`src/rtl/rom_sequencer.sv`:
```
// ROM address sequencer. It steps through [ADDR_FIRST, ADDR_LAST] on a timed or manual advance
// and registers each fetched ROM word, with a one-cycle valid pulse per word.
module rom_sequencer #(
  parameter int TICK_MAX   = 24_999_999,
  parameter int ADDR_W     = 5,
  parameter int DATA_W     = 4,
  parameter int ADDR_FIRST = 0,
  parameter int ADDR_LAST  = 31,
  parameter int ROM_LAT    = 1,
  parameter int OUT_INV    = 1
) (
  input  logic              sclk,
  input  logic              nrst,
  input  logic              en,
  input  logic [1:0]        mode,
  input  logic              step,
  input  logic              clr,
  output logic [ADDR_W-1:0] rom_addr,
  input  logic [DATA_W-1:0] rom_q,
  output logic [DATA_W-1:0] n_data,
  output logic              data_vld,
  output logic              done
);

  localparam int                TICK_W   = (TICK_MAX > 0) ? $clog2(TICK_MAX + 1) : 1;
  localparam logic [TICK_W-1:0] TICK_TOP = TICK_W'(TICK_MAX);
  localparam logic [ADDR_W-1:0] A_FIRST  = ADDR_W'(ADDR_FIRST);
  localparam logic [ADDR_W-1:0] A_LAST   = ADDR_W'(ADDR_LAST);
  localparam logic [DATA_W-1:0] DATA_RST = (OUT_INV != 0) ? {DATA_W{1'b1}} : {DATA_W{1'b0}};

  typedef enum logic [1:0] {
    MODE_UP   = 2'b00,
    MODE_DOWN = 2'b01,
    MODE_PING = 2'b10,
    MODE_SHOT = 2'b11
  } mode_e;

  typedef enum logic {
    DIR_UP   = 1'b0,
    DIR_DOWN = 1'b1
  } dir_e;

  logic [TICK_W-1:0]  r_tick;
  logic [ADDR_W-1:0]  r_addr;
  dir_e               r_dir;
  logic               r_done;
  logic               r_init;
  logic [ROM_LAT-1:0] r_pipe;
  logic [DATA_W-1:0]  r_data;
  logic               r_vld;

  mode_e              w_mode;
  logic               w_adv;
  logic               w_take;
  logic               w_load;
  logic               w_exit;
  logic [TICK_W-1:0]  w_tick_nxt;
  logic [ADDR_W-1:0]  w_addr_nxt;
  logic [ADDR_W-1:0]  w_inc;
  logic [ADDR_W-1:0]  w_dec;
  dir_e               w_dir_nxt;
  logic               w_done_nxt;
  logic [DATA_W-1:0]  w_word;

  assign w_mode = mode_e'(mode);
  assign w_adv  = en ? (r_tick == TICK_TOP) : step;
  assign w_inc  = r_addr + ADDR_W'(1);
  assign w_dec  = r_addr - ADDR_W'(1);
  // A reload token enters on reset release, on clr and on every accepted advance.
  assign w_load = r_init | clr | w_take;
  assign w_exit = r_pipe[ROM_LAT-1];
  assign w_word = (OUT_INV != 0) ? ~rom_q : rom_q;

  // Period counter: free-runs while enabled, parked at zero otherwise.
  always_comb begin
    w_tick_nxt = r_tick;
    if (clr) begin
      w_tick_nxt = {TICK_W{1'b0}};
    end else if (!en) begin
      w_tick_nxt = {TICK_W{1'b0}};
    end else if (r_tick == TICK_TOP) begin
      w_tick_nxt = {TICK_W{1'b0}};
    end else begin
      w_tick_nxt = r_tick + TICK_W'(1);
    end
  end

  // Address, direction and done update for each advance mode.
  always_comb begin
    w_addr_nxt = r_addr;
    w_dir_nxt  = r_dir;
    w_done_nxt = r_done;
    w_take     = 1'b0;
    if (clr) begin
      w_addr_nxt = A_FIRST;
      w_dir_nxt  = DIR_UP;
      w_done_nxt = 1'b0;
    end else if (w_adv) begin
      w_take = 1'b1;
      case (w_mode)
        MODE_UP: begin
          w_done_nxt = 1'b0;
          w_addr_nxt = (r_addr == A_LAST) ? A_FIRST : w_inc;
        end
        MODE_DOWN: begin
          w_done_nxt = 1'b0;
          w_addr_nxt = (r_addr == A_FIRST) ? A_LAST : w_dec;
        end
        MODE_PING: begin
          w_done_nxt = 1'b0;
          // Direction flips when leaving a bound, so a mode entry at a bound still turns around.
          if (r_dir == DIR_UP) begin
            if (r_addr == A_LAST) begin
              w_addr_nxt = w_dec;
              w_dir_nxt  = DIR_DOWN;
            end else begin
              w_addr_nxt = w_inc;
            end
          end else begin
            if (r_addr == A_FIRST) begin
              w_addr_nxt = w_inc;
              w_dir_nxt  = DIR_UP;
            end else begin
              w_addr_nxt = w_dec;
            end
          end
        end
        MODE_SHOT: begin
          if (r_done) begin
            w_take = 1'b0;
          end else if (r_addr == A_LAST) begin
            w_done_nxt = 1'b1;
          end else begin
            w_addr_nxt = w_inc;
            w_done_nxt = (w_inc == A_LAST);
          end
        end
        default: begin
          w_addr_nxt = r_addr;
        end
      endcase
      if (A_FIRST == A_LAST) begin
        w_addr_nxt = A_FIRST;
      end else begin
        w_addr_nxt = w_addr_nxt;
      end
    end else begin
      w_take = 1'b0;
    end
  end

  // State, load pipeline and output word registers.
  always_ff @(posedge sclk or negedge nrst) begin
    if (!nrst) begin
      r_tick <= {TICK_W{1'b0}};
      r_addr <= A_FIRST;
      r_dir  <= DIR_UP;
      r_done <= 1'b0;
      r_init <= 1'b1;
      r_pipe <= {ROM_LAT{1'b0}};
      r_data <= DATA_RST;
      r_vld  <= 1'b0;
    end else begin
      r_tick <= w_tick_nxt;
      r_addr <= w_addr_nxt;
      r_dir  <= w_dir_nxt;
      r_done <= w_done_nxt;
      r_init <= 1'b0;
      r_pipe <= (r_pipe << 1) | ROM_LAT'(w_load);
      r_vld  <= w_exit;
      if (w_exit) begin
        r_data <= w_word;
      end
    end
  end

  assign rom_addr = r_addr;
  assign n_data   = r_data;
  assign data_vld = r_vld;
  assign done     = r_done;

endmodule

```
`config.mk`:
```
export PLATFORM = sky130hd
export DESIGN_NAME = rom_sequencer
export DESIGN_NICKNAME = d
export VERILOG_FILES = /design/src/rtl/rom_sequencer.sv
export SDC_FILE = /design/constraint.sdc
export NUM_CORES = 1
export LEC_CHECK = 0
export BUFFER_PORTS_ARGS = -buffer_cell sky130_fd_sc_hd__buf_2
export CORE_MARGIN = 2
export CORE_UTILIZATION = 30
export CTS_CLUSTER_SIZE = 30
export DETAILED_ROUTE_END_ITERATION = 12
export GPL_TIMING_DRIVEN = 1
export SYNTH_ARGS = -nofsm -noshare
export SYNTH_HDL_FRONTEND = slang
export SYNTH_SLANG_ARGS = --single-unit
```
`constraint.sdc`:
```
create_clock -name sclk -period 2.58 [get_ports sclk]
set_input_delay 0.258 -clock sclk [delete_from_list [all_inputs] [get_ports sclk]]
set_output_delay 0.258 -clock sclk [all_outputs]
set_load 0.1 [all_outputs]
```
==> metrics.yaml, run 1 <==
rsz0062_at_grt: "no"
clock-sinks: 39
synth_edf_count: 0
ys.flop_type: "dfrtp_1"
worstHoldPathType: "in2async"
ys_warn_count: 0
hold_buffers: 0
setup_viol: 0
fin_crit_sh_pct: 88.0
cts_resized: 0
cts_setup_buffers: 0
final.setup.tns_ps: 0
required_ps: 2750
dieArea_mm2: 0.00859
period_minus_slack_ps: 2270
area_growth_pct: 13.2
start_util_pct: 30.7
worstMarginPinSlew_ps: 858
cts_max_level: 2
finClkSkew_ps: 1.69
fmax_mhz: 440
core_mm2: 0.00769
path_class: "reg2reg"
die_w_um: 92.7
powerDensity_mw_per_mm2: 610
via_per_inst: 5.09
max_slew_margin_pct: 42.8
gp_congestion: 0.856
drive_above_1_share_pct: 18.8
slew_violations: 0
post_synth_num_cell_types: 51
port_buffers: 21
drtIter0Drc: 63
avgSynthCellArea_um2: 9.29
wl_per_cell_um: 13.6
dpl_cell_area_mm2: 0.00255
maxCapViolations: 0
cts_root_buffer: "clkbuf_8"
syn_nets: 270
cts_tree: "built"
firstDrtPassIters: 4
layout_commonest_cell: "nor2_1"
cts_buffers: 5
arrival_ps: 2440
placementRows: 32
power.leakage_uw: 0.00116
grt_max_degree: 40
mostFrequentLayoutCells: "nor2_1 (31), dfrtp_1 (30), buf_2 (21)"
drt_wl_total_um: 5080
synth_cells: 254
gr-total-overflow: 0
total_power_uw: 1630
dpl.hpwl_um: 3570
synth_area_mm2: 0.00236
start_kind: "flip-flop"
path_max_fanout: 8
cts.clk_slew.worst_paths_ps: 70
antenna_found_initial: 0
drc: 0
synthArstFlopShare_pct: 100
synth_seq_cells: 39
clk_path_buf_depth: 2
ys_seq_area_share_pct: 41.6
final-hold-violation-count: 0
r2r-start: "rom_addr[1]"
end_kind: "flip-flop"
num_antenna_cells: 0
post-route-cell-area_mm2: 0.00267
vias: 1902
clk_latency_ps: 290
ff2ff_path_depth: 7
die_h_um: 92.7
final_antenna_net_count: 0
outcome: "finished clean"
io_pins: 22
r2r_slack_ps: 310
grt_pass1_wl_um: 8850
irDropWorstVdd_v: 0.000267
grt_pass1_vias: 1819
grt.total_usage_pct: 12.7
finalNetCount: 287
r2r_end: "rom_addr[1]"
synth_stat cells (2+ instances only):
| cell type | instances | share of area, % |
|---|---|---|
| a21oi_1 | 9 | 1.9 |
| a31o_2 | 3 | 1.1 |
| a32o_1 | 2 | 0.85 |
| and2_1 | 4 | 1.1 |
| and3_1 | 5 | 1.3 |
| buf_2 | 2 | 0.42 |
| clkbuf_1 | 9 | 1.4 |
| dfrtp_1 | 34 | 36 |
| dfstp_2 | 5 | 5.6 |
| ha_1 | 5 | 2.7 |
| inv_1 | 13 | 2.1 |
| mux2i_1 | 5 | 2.1 |
| nand2_1 | 19 | 3.0 |
| nand2b_1 | 5 | 1.3 |
| nand3_1 | 14 | 3.0 |
| nand4_1 | 11 | 2.9 |
| nor2_1 | 31 | 4.9 |
| nor2b_1 | 2 | 0.53 |
| nor3_1 | 6 | 1.3 |
| nor4_4 | 2 | 1.8 |
| nor4b_2 | 2 | 1.3 |
| o21ai_0 | 10 | 2.1 |
| o22ai_1 | 2 | 0.53 |
| o31a_1 | 2 | 0.74 |
| or3_1 | 3 | 0.80 |
| xnor2_1 | 9 | 3.3 |
| xor2_1 | 16 | 5.9 |
through the flow:
stage	setup slack (ps)	hold WS [ps]	util (%)	instances
global route	162	103	34.7	374
detailed placement	318	407	33.2	366
global placement	347	401	33.2	366
floorplan	104	-37.6	-	254
finish	310	77.4	34.7	374
CTS	310	93.2	34.7	374
critical path, cell delays in order, from the launching register on:
cell and delay [ps]:
dfrtp_2 430, ha_1 290, and3_1 190, ha_1 280, nor2_1 80, o31a_1 310
and2_2 260, mux2_1 310
worst max-delay path by stage:
stage / from / endpoint / slack, ps
2_1_floorplan: rom_addr[2] / rom_addr[1] / 100
3_3_place_gp: rom_addr[1] / rom_addr[1] / 350
3_5_place_dp: rom_addr[1] / rom_addr[1] / 320
4_1_cts: rom_addr[1] / rom_addr[1] / 310
5_1_grt: rom_addr[1] / rom_addr[1] / 160
6_report: rom_addr[1] / rom_addr[1] / 310
state kept, by name, summed over array words and instances (netlist names):
register / cells
r_dir: 1
n_data: 4
done: 1
r_pipe: 1
r_init: 1
data_vld: 1
r_tick: 25
rom_addr: 5
metal layers:
layer | track usage [%] | vias up | wire length (um)
met1 | 18.2 | 918 | 2330
met3 | 2.52 | 7 | 286
met4 | 3.55 | 0 | 41
met2 | 19.5 | 49 | 2420
li1 | - | 928 | -
met5 | 0 | - | 0
kinds of logic (layout without fill, tap and decap cells):
logic type	after synthesis	after routing	share of synthesized area [%]
xor gates and xnor gates	25	25	9.28
adders and majority gates	5	5	2.65
AOI/OAI and AO/OA	42	42	13.0
muxes	6	6	2.60
DFF	39	39	41.6
and+or+nand+nor	111	111	26.4
buffers and inverters	25	43	4.24
other	1	1	0.159
layout make-up:
type	count	area (um2)
Fill cell	810	5020
Multi-Input combinational cell	190	1280
Sequential cell	39	987
Tap cell	102	128
Timing Repair Buffer	22	113
Clock buffer	6	82.6
Inverter	13	48.8
Clock inverter	2	35.0
power by group:
part           internal, uW  switching [uW]
combinational           114             300
clock                   313             213
sequential              641            46.5
Power figures use the tool's default switching activity.
==> run 2, diff against run 1 <==
- clock period: 2.58 -> 2.4 ns (I/O delays scaled with it)
==> metrics.yaml, run 2 (synthesis gave the netlist of run 1 again) <==
outcome: "finished clean"
mostFrequentLayoutCells: "nor2_1 (31), dfrtp_1 (29), buf_2 (21)"
wl_met2_um: 2460  # +1.4%
slowest_delay_ps: 510  # +80 ps
ff_latch_area_um2: 998  # +1.1%
final_antenna_net_count: 0  # unchanged
placementRows: 32  # unchanged
holdWs_ps: 54.2  # -23.2 ps
final-hold-violation-count: 0  # unchanged
drt_wl_total_um: 5170  # +1.8%
cts_root_buffer: "clkbuf_8"
top_layer_used: "met4"
maxCapViolations: 0  # unchanged
grt_pass1_vias: 1920  # +5.6%
start_kind: "flip-flop"
post-route-cell-area_mm2: 0.00267  # unchanged
gp_congestion: 0.885  # +3.4%
setup_viol: 0  # unchanged
cts_resized: 0  # unchanged
dpl_cell_area_mm2: 0.00258  # +1.0%
area_growth_pct: 13.2  # unchanged
power.leakage_uw: 0.00115  # -0.35%
cts_setup_buffers: 0  # unchanged
finClkSkew_ps: 7.85  # +6.16 ps
port_buffers: 21  # unchanged
num_antenna_cells: 0  # unchanged
total_power_uw: 1650  # +1.7%
setup_ws_ps: 122  # -188 ps
dpl.hpwl_um: 3680  # +2.9%
largest_register_ffs: 25  # unchanged
met1_length_um: 2470  # +6.2%
start_util_pct: 30.7  # unchanged
vias: 1906  # +0.21%
powerDensity_mw_per_mm2: 620  # +1.7%
grt.total_usage_pct: 13.0  # +0.30 points
multi_input_area_mm2: 0.00128  # unchanged
clk_path_buf_depth: 2  # unchanged
crit_chain: "ha_1 > and3_1 > ha_1 > nor2_1 > o31a_1 > and2_2 > mux2_1"
worstHoldPathType: "in2async"
irDropWorstVdd_v: 0.000289  # +8.1%
via_per_inst: 5.07  # -0.32%
rsz0062_at_grt: "no"
clk_latency_ps: 290  # about the same
dieArea_mm2: 0.00859  # unchanged
critPathTopFamily: "simple AND/OR/NAND/NOR gates"
fin_crit_sh_pct: 94.9  # +6.9 points
final.setup.tns_ps: 0  # unchanged
path_class: "reg2reg"
period_minus_slack_ps: 2280  # +7.52 ps
required_ps: 2570  # -180 ps
path_buf_inv: 0  # unchanged
timing.critical_path.mode_cell: "ha_1"
cts_max_level: 2  # unchanged
clock-sinks: 39  # unchanged
arrival_ps: 2450  # about the same
met3WireLength_um: 191  # -33%
fmax_mhz: 439  # -0.33%
hold_buffers: 0  # unchanged
end_kind: "flip-flop"
antenna_found_initial: 0  # unchanged
n_fill_cell: 811  # +0.12%
grt_max_degree: 40  # unchanged
path_max_fanout: 8  # unchanged
slew_violations: 0  # unchanged
drtIter0Drc: 116  # +84%
place_ws_ps: 163  # -154 ps
worstMarginPinSlew_ps: 861  # +2.66 ps
io_pins: 22  # unchanged
core_mm2: 0.00769  # unchanged
finalNetCount: 289  # +0.70%
die_w_um: 92.7  # unchanged
die_h_um: 92.7  # unchanged
firstDrtPassIters: 4  # unchanged
drc: 0  # unchanged
cts.clk_slew.worst_paths_ps: 80  # about the same
layout_commonest_cell: "nor2_1"
drive_above_1_share_pct: 19.3  # +0.59 points
cts_tree: "built"
wl_per_cell_um: 13.8  # +1.3%
top_register: "r_tick"
cp_slowest_cell: "dfrtp_4"
grt_pass1_wl_um: 8970  # +1.4%
gr-total-overflow: 0  # unchanged
max_slew_margin_pct: 42.6  # -0.18 points
cts_buffers: 5  # unchanged
-- run 2: cell count changes in the layout (fill, tap and decap cells not counted) --
cell / previous run / this run
dfrtp_1: 30 / 29
dfrtp_2: 4 / 1
dfrtp_4: 0 / 4
buf_4: 1 / 3
clkbuf_1: 0 / 1
bufinv_16: 1 / 0
-- run 2: layout make-up --
| type | instances | area share (%) |
|---|---|---|
| Clock buffer | 7 | 3.23 |
| Clock inverter | 1 | 0.187 |
| Inverter | 13 | 1.83 |
| Multi-Input combinational cell | 190 | 47.8 |
| Sequential cell | 39 | 37.4 |
| Tap cell | 102 | 4.78 |
| Timing Repair Buffer | 24 | 4.78 |
-- run 2: worst paths after layout --
| kind | from | to | slack [ps] | depth (start not counted) |
|---|---|---|---|---|
| setup / recovery | rom_addr[0] | rom_addr[1] | 120 | 7 |
| min in group sclk | rom_q[3] | n_data[3] | 90 | 2 |
| max in group asynchronous | nrst | rom_addr[1] | 1700 | 1 |
| hold reg to reg | n_data[3] | n_data[3] | 460 | 2 |
| hold / removal | nrst | r_tick[5] | 50 | 1 |
| setup reg to reg | rom_addr[0] | rom_addr[1] | 120 | 7 |
-- run 2: per-layer routing --
metal | vias to the layer above | GRT usage (%)
met3 | 5 | 2.85
met4 | 0 | 3.43
met1 | 926 | 18.2
met2 | 41 | 20.4
li1 | 934 | -
met5 | - | 0
-- run 2: power by group --
part | internal (uW) | switching [uW]
Combinational | 130 | 324
Clock | 232 | 221
Sequential | 697 | 51.2
Total | 1060 | 596
-- run 2: through the flow --
stage	util [%]	instances
6_report	34.7	376
5_1_grt	34.7	376
2_1_floorplan	-	254
3_3_place_gp	33.5	368
4_1_cts	34.7	376
3_5_place_dp	33.5	368
==> run 3, diff against run 2 <==
- CELL_PAD_IN_SITES_DETAIL_PLACEMENT: default -> 1
- CELL_PAD_IN_SITES_GLOBAL_PLACEMENT: default -> 1
- PLACE_DENSITY_LB_ADDON: default -> 0.1
==> metrics.yaml, run 3 (synthesis gave the netlist of run 1 again) <==
end_kind: "flip-flop"
r2r_slack_ps: 190  # +70 ps
antenna_found_initial: 0  # unchanged
drive_above_1_share_pct: 21.9  # +2.5 points
grt_pass1_wl_um: 10200  # +14%
arrival_ps: 2370  # -80 ps
grt_pass1_vias: 2002  # +4.3%
vias: 1930  # +1.3%
gp_congestion: 0.792  # -11%
final.setup.tns_ps: 0  # unchanged
area_growth_pct: 17.1
cts_buffers: 5  # unchanged
setup_viol: 0  # unchanged
dieArea_mm2: 0.00859  # unchanged
place_ws_ps: 113  # -50.5 ps
final-hold-violation-count: 0  # unchanged
worstHoldPathType: "in2async"
mostFrequentLayoutCells: "nor2_1 (31), dfrtp_1 (29), buf_2 (21)"
layout_commonest_cell: "nor2_1"
crit_chain: "inv_1 > ha_4 > or4b_2 > nand2_1 > o32ai_1 > a221oi_1 > o22ai_1"
powerDensity_mw_per_mm2: 660  # +6.4%
cts_tree: "built"
clock-sinks: 39  # unchanged
post-route-cell-area_mm2: 0.00276  # +3.4%
maxCapViolations: 0  # unchanged
path_buf_inv: 1  # +1
drt_wl_total_um: 5990  # +16%
cts_root_buffer: "clkbuf_8"
start_kind: "flip-flop"
wl_per_cell_um: 15.7  # +14%
r2r_end: "rom_addr[3]"
setup_ws_ps: 194  # +72.0 ps
via_per_inst: 5.07  # about the same
period_minus_slack_ps: 2210  # -72.0 ps
max_slew_margin_pct: 50.0  # +7.4 points
cts_max_level: 2  # unchanged
start_util_pct: 30.7  # unchanged
power.leakage_uw: 0.00119  # +3.6%
path_class: "reg2reg"
grt_max_degree: 35  # -13%
cp_slowest_cell: "or4b_2"
rsz0062_at_grt: "no"
grt.total_usage_pct: 15.0  # +2.0 points
finClkSkew_ps: 6.28  # -1.56 ps
slowest_delay_ps: 620  # +110 ps
cts.clk_slew.worst_paths_ps: 80  # about the same
placementRows: 32  # unchanged
top_register: "r_tick"
die_w_um: 92.7  # unchanged
r2r-start: "rom_addr[0]"
gr-total-overflow: 0  # unchanged
num_antenna_cells: 0  # unchanged
fmax_mhz: 453  # +3.3%
required_ps: 2570  # about the same
largest_register_ffs: 25  # unchanged
dpl.hpwl_um: 4320  # +17%
drc: 0  # unchanged
ff2ff_path_depth: 7  # unchanged
clk_latency_ps: 300  # about the same
dpl_cell_area_mm2: 0.00263  # +1.9%
fin_crit_sh_pct: 91.9  # -3.0 points
slew_violations: 0  # unchanged
critPathTopFamily: "simple AND/OR/NAND/NOR gates"
port_buffers: 21  # unchanged
core_mm2: 0.00769  # unchanged
path_max_fanout: 7  # -1
utilization_pct: 35.9  # +1.2 points
finalNetCount: 294  # +1.7%
clk_path_buf_depth: 2  # unchanged
drtIter0Drc: 63  # -46%
outcome: "finished clean"
firstDrtPassIters: 4  # unchanged
worstMarginPinSlew_ps: 750  # -111 ps
irDropWorstVdd_v: 0.000238  # -18%
final_antenna_net_count: 0  # unchanged
die_h_um: 92.7  # unchanged
io_pins: 22  # unchanged
-- run 3: changes by cell type in the layout (fill, tap and decap cells not counted), sizes merged --
| cell | before | now |
|---|---|---|
| clkbuf | 7 | 6 |
| bufinv | 0 | 1 |
| buf | 24 | 29 |
-- run 3: through the flow --
step | power, uW | hold WS, ps | cells
final | 1820 | 4.75 | 381
after global routing | 1910 | 65.2 | 381
after CTS | 1840 | 34.4 | 381
after detailed placement | 1240 | 359 | 373
after global placement | 1240 | 360 | 373
after floorplan | 1110 | -55.6 | 254
-- run 3: layout make-up --
class                           count  area, um2
Sequential cell                    39        998
Multi-Input combinational cell    190       1290
Clock inverter                      2       35.0
Clock buffer                        6       82.6
Timing Repair Buffer               29        178
Inverter                           13       48.8
Tap cell                          102        128
Fill cell                         916       4930
-- run 3: power breakdown --
part	leakage [uW]	total (uW)	switching [uW]	internal [uW]
clock network	0.0000612	580	243	337
logic	0.000628	500	342	159
registers	0.000505	741	45.0	696
total	0.00119	1820	630	1190
-- run 3: worst max-delay path by stage --
stage	slack (ps)	startpoint	cells after the start	end
floorplan	20	rom_addr[2]	7	rom_addr[1]
CTS	100	rom_addr[0]	7	rom_addr[3]
global route	20	rom_addr[0]	7	rom_addr[3]
finish	190	rom_addr[0]	7	rom_addr[3]
global placement	160	rom_addr[0]	7	rom_addr[1]
detailed placement	110	rom_addr[0]	7	rom_addr[3]
-- run 3: repair_timing --
action / 4_1_cts / 5_1_grt
setup buffers: 0 / 0
gates resized for setup: 0 / 3
hold endpoints to repair: 0 / 0
hold buffers: 0 / 0
endpoints found under the setup margin: 0 / 2
-- run 3: worst register-to-register path, stage by stage, from the launching register on --
cell      delay, ps
dfrtp_4         510
inv_1           190
ha_4            210
or4b_2          620
nand2_1          90
o32ai_1          90
a221oi_1        270
o22ai_1         110
-- run 3: layer usage --
metal | track usage (%) | vias up | wire length (um)
li1 | - | 938 | -
met1 | 19.2 | 967 | 2760
met2 | 26.0 | 19 | 3030
met3 | 2.60 | 6 | 133
met4 | 4.04 | 0 | 70
met5 | 0 | - | 0
